### src/rtl/data_generation_lanes.sv
// NUM_LANES independent note-position counters. Each lane steps by STEP on its own map
// tick inside [START, END], either as a sawtooth (WRAP) or a ping-pong (BOUNCE).
module data_generation_lanes #(
  parameter int NUM_LANES = 4,
  parameter int DATA_W    = 8,
  parameter int START     = 100,
  parameter int STEP      = 4,
  parameter int END       = 116
) (
  input  logic                          clk,
  input  logic                          reset,
  input  logic [NUM_LANES-1:0]          map,
  input  logic                          restart,
  input  logic                          mode,
  output logic [NUM_LANES-1:0]          data_en,
  output logic [NUM_LANES*DATA_W-1:0]   data,
  output logic [NUM_LANES-1:0]          wrap
);

  typedef enum logic {
    DIR_UP   = 1'b0,
    DIR_DOWN = 1'b1
  } dir_t;

  localparam logic [DATA_W-1:0] START_D = DATA_W'(START);
  localparam logic [DATA_W-1:0] STEP_D  = DATA_W'(STEP);
  localparam logic [DATA_W:0]   STEP_X  = (DATA_W+1)'(STEP);
  localparam logic [DATA_W:0]   END_X   = (DATA_W+1)'(END);
  localparam logic [DATA_W:0]   LOW_X   = (DATA_W+1)'(START + STEP);

  for (genvar i = 0; i < NUM_LANES; i++) begin : g_lane
    logic [DATA_W-1:0] pos, pos_nxt;
    dir_t              dir, dir_nxt;
    logic              en;
    logic              wrap_q, wrap_nxt;
    logic [DATA_W:0]   sum;

    // Extra bit on the sum so the END comparison can never be fooled by overflow.
    assign sum = {1'b0, pos} + STEP_X;

    // Next position/direction for one armed tick, evaluated in the current mode.
    always_comb begin
      pos_nxt  = pos;
      dir_nxt  = dir;
      wrap_nxt = 1'b0;
      if (!mode) begin
        dir_nxt = DIR_UP;
        if (sum > END_X) begin
          pos_nxt  = START_D;
          wrap_nxt = 1'b1;
        end else begin
          pos_nxt = sum[DATA_W-1:0];
        end
      end else if (dir == DIR_UP) begin
        if (sum > END_X) begin
          pos_nxt  = pos - STEP_D;
          dir_nxt  = DIR_DOWN;
          wrap_nxt = 1'b1;
        end else begin
          pos_nxt = sum[DATA_W-1:0];
        end
      end else begin
        if ({1'b0, pos} < LOW_X) begin
          pos_nxt  = sum[DATA_W-1:0];
          dir_nxt  = DIR_UP;
          wrap_nxt = 1'b1;
        end else begin
          pos_nxt = pos - STEP_D;
        end
      end
    end

    // The first tick on a lane only arms it; stepping begins on the following tick.
    always_ff @(posedge clk) begin
      if (reset) begin
        pos    <= START_D;
        dir    <= DIR_UP;
        en     <= 1'b0;
        wrap_q <= 1'b0;
      end else if (restart) begin
        pos    <= START_D;
        dir    <= DIR_UP;
        wrap_q <= 1'b0;
        if (map[i]) en <= 1'b1;
      end else if (map[i]) begin
        if (!en) begin
          en     <= 1'b1;
          wrap_q <= 1'b0;
        end else begin
          pos    <= pos_nxt;
          dir    <= dir_nxt;
          wrap_q <= wrap_nxt;
        end
      end else begin
        wrap_q <= 1'b0;
      end
    end

    assign data[i*DATA_W +: DATA_W] = pos;
    assign data_en[i]               = en;
    assign wrap[i]                  = wrap_q;
  end

endmodule
### config.mk
export PLATFORM = sky130hd
export DESIGN_NAME = data_generation_lanes
export DESIGN_NICKNAME = d
export VERILOG_FILES = /design/src/rtl/data_generation_lanes.sv
export SDC_FILE = /design/constraint.sdc
export NUM_CORES = 1
export LEC_CHECK = 0
export CELL_PAD_IN_SITES_DETAIL_PLACEMENT = 1
export CELL_PAD_IN_SITES_GLOBAL_PLACEMENT = 2
export CORE_UTILIZATION = 34
export DETAILED_ROUTE_END_ITERATION = 10
export GPL_ROUTABILITY_DRIVEN = 0
export MAX_ROUTING_LAYER = met4
export PLACE_DENSITY = 0.95
export SLEW_MARGIN = 10
export SYNTH_ARGS = -nofsm -noshare
export SYNTH_HDL_FRONTEND = slang
export SYNTH_SLANG_ARGS = --single-unit
### constraint.sdc
create_clock -name clk -period 5.4 [get_ports clk]
set_clock_uncertainty 0.15 [all_clocks]
set_input_delay 1.08 -clock clk [delete_from_list [all_inputs] [get_ports clk]]
set_output_delay 1.08 -clock clk [all_outputs]
set_load 0.02 [all_outputs]
==> impl_metrics.sql <==
INSERT INTO impl_metrics (metric_group, metric, value, unit) VALUES
('critical_path', 'worstPathMaxFanout', '17', ''),
('clocking', 'cts_tree', 'done', ''),
('power_and_ir_drop', 'ir_drop', '91.6', 'uV'),
('clocking', 'cts_root_buffer', 'clkbuf_8', ''),
('clocking', 'cts.sinks', '36', ''),
('finish', 'final.fill_count', '1036', ''),
('floorplanning', 'design.core.area', '0.00830', 'mm^2'),
('clocking', 'clock_tree.buffer_depth', '2', ''),
('critical_path', 'worst-setup-path-type', 'primary input to flip-flop', ''),
('placement', 'placedCellCount', '498', ''),
('critical_path', 'wp_data_required', '5.39', 'ns'),
('timing', 'report.final.slew_viol_count', '0', ''),
('clocking', 'worst_skew_pair.late_latency', '0.30', 'ns'),
('placement', 'detailedPlacementHpwl', '6.13', 'mm'),
('timing', 'fmax', '0.319', 'GHz'),
('finish', 'fin_cells', '506', ''),
('global_routing', 'grt_antenna_before_repair', '0', ''),
('global_routing', 'busiest_layer', 'met2', ''),
('route', 'via_count_normalized_by_instance_count', '5.89', ''),
('global_routing', 'gr-usage-all-layers', '21.0', '%'),
('timing', 'fin_tns_setup', '0', 'ns'),
('route', 'vias', '2980', ''),
('floorplanning', 'floorplan.die_area', '0.00904', 'mm^2'),
('clocking', 'cts_resized', '0', ''),
('yosys', 'yosys_most_used_dff', 'dfxtp_1', ''),
('finish', 'n_antenna_cell', '0', ''),
('finish', 'layout.area.seq', '721', 'um^2'),
('finish', 'final_net_count', '420', ''),
('timing', 'setup-violations-final', '0', ''),
('outcome', 'run_status', 'finished clean', ''),
('clocking', 'cts-htree-levels', '2', ''),
('critical_path', 'timing.critical_path.from_type', 'primary input', ''),
('yosys', 'synth_top_cell_area_share', '24.5', '%'),
('critical_path', 'worstPathArrival', '3.12', 'ns'),
('global_routing', 'globalRouteOverflowTotal', '0', ''),
('finish', 'multiInputGateArea', '0.00196', 'mm^2'),
('placement', 'pre_cts_setup_slack', '1.94', 'ns'),
('global_routing', 'met2_usage', '34.5', '%'),
('floorplanning', 'io_pins', '48', ''),
('timing', 'final_setup_slack_of_the_worst_path', '2.27', 'ns'),
('global_routing', 'grt_util_met1', '27.0', '%'),
('route', 'drt_drc_violations_left', '0', ''),
('floorplanning', 'die_width', '95.1', 'um'),
('clocking', 'cts_made_buffers', '5', ''),
('global_routing', 'use_met3', '2.55', '%'),
('timing', 'slew_headroom', '52.5', '%'),
('floorplanning', 'placementRows', '33', ''),
('yosys', 'syn_avg_cell_area', '7.69', 'um^2'),
('timing', 'final_min_period_over_clock_period', '58.0', '%'),
('route', 'drt_first_iter_violations', '59', ''),
('yosys', 'syn-instance-count', '383', ''),
('hold_path', 'hold_path.class', 'flip-flop to flip-flop', ''),
('clocking', 'post-cts-setup-buffer-count', '0', ''),
('clocking', 'clk_transition_reported_paths', '0.08', 'ns'),
('power_and_ir_drop', 'power_per_cell_area', '182', 'mW/mm^2'),
('timing', 'timing_worst_slew_pin_value', '0.710', 'ns'),
('yosys', 'synth_async_sr_flop_share', '0', '%'),
('clocking', 'post_cts_hold_buffer_count', '0', ''),
('floorplanning', 'start_util', '35.5', '%'),
('floorplanning', 'die_height', '95.1', 'um'),
('route', 'routed_wl', '8.54', 'mm'),
('critical_path', 'reg2reg_setup_slack', '2.77', 'ns'),
('yosys', 'portion_of_the_post_synthesis_area_used_by_sequential_elements', '24.5', '%'),
('global_routing', 'grt_pass1_vias', '2906', ''),
('finish', 'postLayoutCoreUtil', '40.8', '%'),
('yosys', 'synth-warning-count', '0', ''),
('job', 'max_cap_viol_count', '0', ''),
('yosys', 'synth_seq_cells', '36', ''),
('finish', 'final_layout_size_suffix_gt1_share', '7.23', '%'),
('placement', 'portBuffers', '39', ''),
('route', 'avgRoutedWirePerCell', '16.9', 'um');
==> power breakdown <==
part           total (mW)  internal [mW]  switching [mW]
combinational      0.0903         0.0339          0.0564
sequential          0.279          0.270         0.00874
clock               0.248          0.137           0.111
==> area by class of cell <==
type	instances	area share (%)
Clock buffer	5	2.03
Inverter	16	1.77
Sequential cell	36	21.3
Timing Repair Buffer	40	11.8
Multi-Input combinational cell	301	58.0
Clock inverter	3	1.26
Tap cell	105	3.88
==> critical path: stages <==
cell and delay [ns]:
clkdlybuf4s50_1 0.90, nand2_1 0.36, o21bai_1 0.31, o21ai_0 0.19, nor2_1 0.06, o2bb2ai_1 0.14, o21ai_0 0.09
==> final timing paths <==
| path | startpoint | to | cells past startpoint |
|---|---|---|---|
| worst max-delay path | mode | g_lane[2].pos[5]$_SDFFE_PP1P_ | 7 |
| worst min-delay path | g_lane[1].en$_SDFFE_PP0P_ | g_lane[1].en$_SDFFE_PP0P_ | 2 |
| worst max register to register | g_lane[3].pos[2]$_SDFFE_PP1P_ | g_lane[3].pos[6]$_SDFFE_PP1P_ | 7 |
| worst min register to register | g_lane[1].en$_SDFFE_PP0P_ | g_lane[1].en$_SDFFE_PP0P_ | 2 |
==> flip-flops by register name, summed over array words and instances, names as in the netlist <==
register and count:
g_lane.pos 24, g_lane.wrap_q 4, g_lane.dir 4, g_lane.en 4
==> per-stage QoR <==
| step | area (um^2) | hold slack, ns | power, mW |
|---|---|---|---|
| final | 3390 | 0.366 | 0.617 |
| after global routing | 3390 | 0.403 | 0.647 |
| after CTS | 3390 | 0.368 | 0.622 |
| after global placement | 3270 | 0.345 | 0.373 |
| after detailed placement | 3270 | 0.357 | 0.375 |
| after floorplan | 2970 | 0.323 | 0.350 |
==> placed cells by master (no fill, tap or decap), types with 5 or more instances in the layout <==
master | netlist | routed
ha_1 | 12 | 12
a21oi_1 | 14 | 14
o211ai_1 | 7 | 7
nand3_1 | 18 | 18
inv_1 | 15 | 15
nor2b_1 | 8 | 8
a221oi_1 | 7 | 7
nand2_1 | 36 | 36
clkdlybuf4s50_1 | 0 | 39
nor3_1 | 11 | 11
clkbuf_8 | 0 | 5
xor2_1 | 6 | 6
nand2b_1 | 10 | 10
nor2_1 | 38 | 38
xnor2_1 | 5 | 5
a31oi_1 | 10 | 10
dfxtp_1 | 36 | 36
conb_1 | 1 | 8
o21ai_0 | 18 | 18
==> metal layers <==
| metal | wire length [um] | part of all wire, % | vias up |
|---|---|---|---|
| met2 | 4100 | 48 | 63 |
| met3 | 252 | 3.0 | 10 |
| li1 | - | - | 1426 |
| met5 | 0 | 0 | - |
| met4 | 113 | 1.3 | 0 |
| met1 | 4070 | 48 | 1481 |
==> cells by family after synthesis <==
| group | share of synthesized area, % |
|---|---|
| AO/OA/AOI/OAI | 30.6 |
| flip-flops | 24.5 |
| other | 0.127 |
| multiplexers | 1.44 |
| adder cells (fa/ha/maj) | 5.10 |
| XOR/XNOR | 3.82 |
| buffers and inverters | 9.69 |
| AND/OR/NAND/NOR | 24.8 |
==> Yosys cell counts (5+ instances only) <==
| library cell | n |
|---|---|
| nand2b_1 | 10 |
| inv_1 | 15 |
| buf_4 | 19 |
| nand3_1 | 18 |
| dfxtp_1 | 36 |
| nor2b_1 | 8 |
| a221oi_1 | 7 |
| nor2_1 | 38 |
| xor2_1 | 6 |
| ha_1 | 12 |
| nand2_1 | 36 |
| clkbuf_1 | 11 |
| o211ai_1 | 7 |
| buf_2 | 6 |
| a21oi_1 | 14 |
| nor3_1 | 11 |
| xnor2_1 | 5 |
| o21ai_0 | 18 |
| a31oi_1 | 10 |
Note: power is estimated with default switching activity, not from simulation.
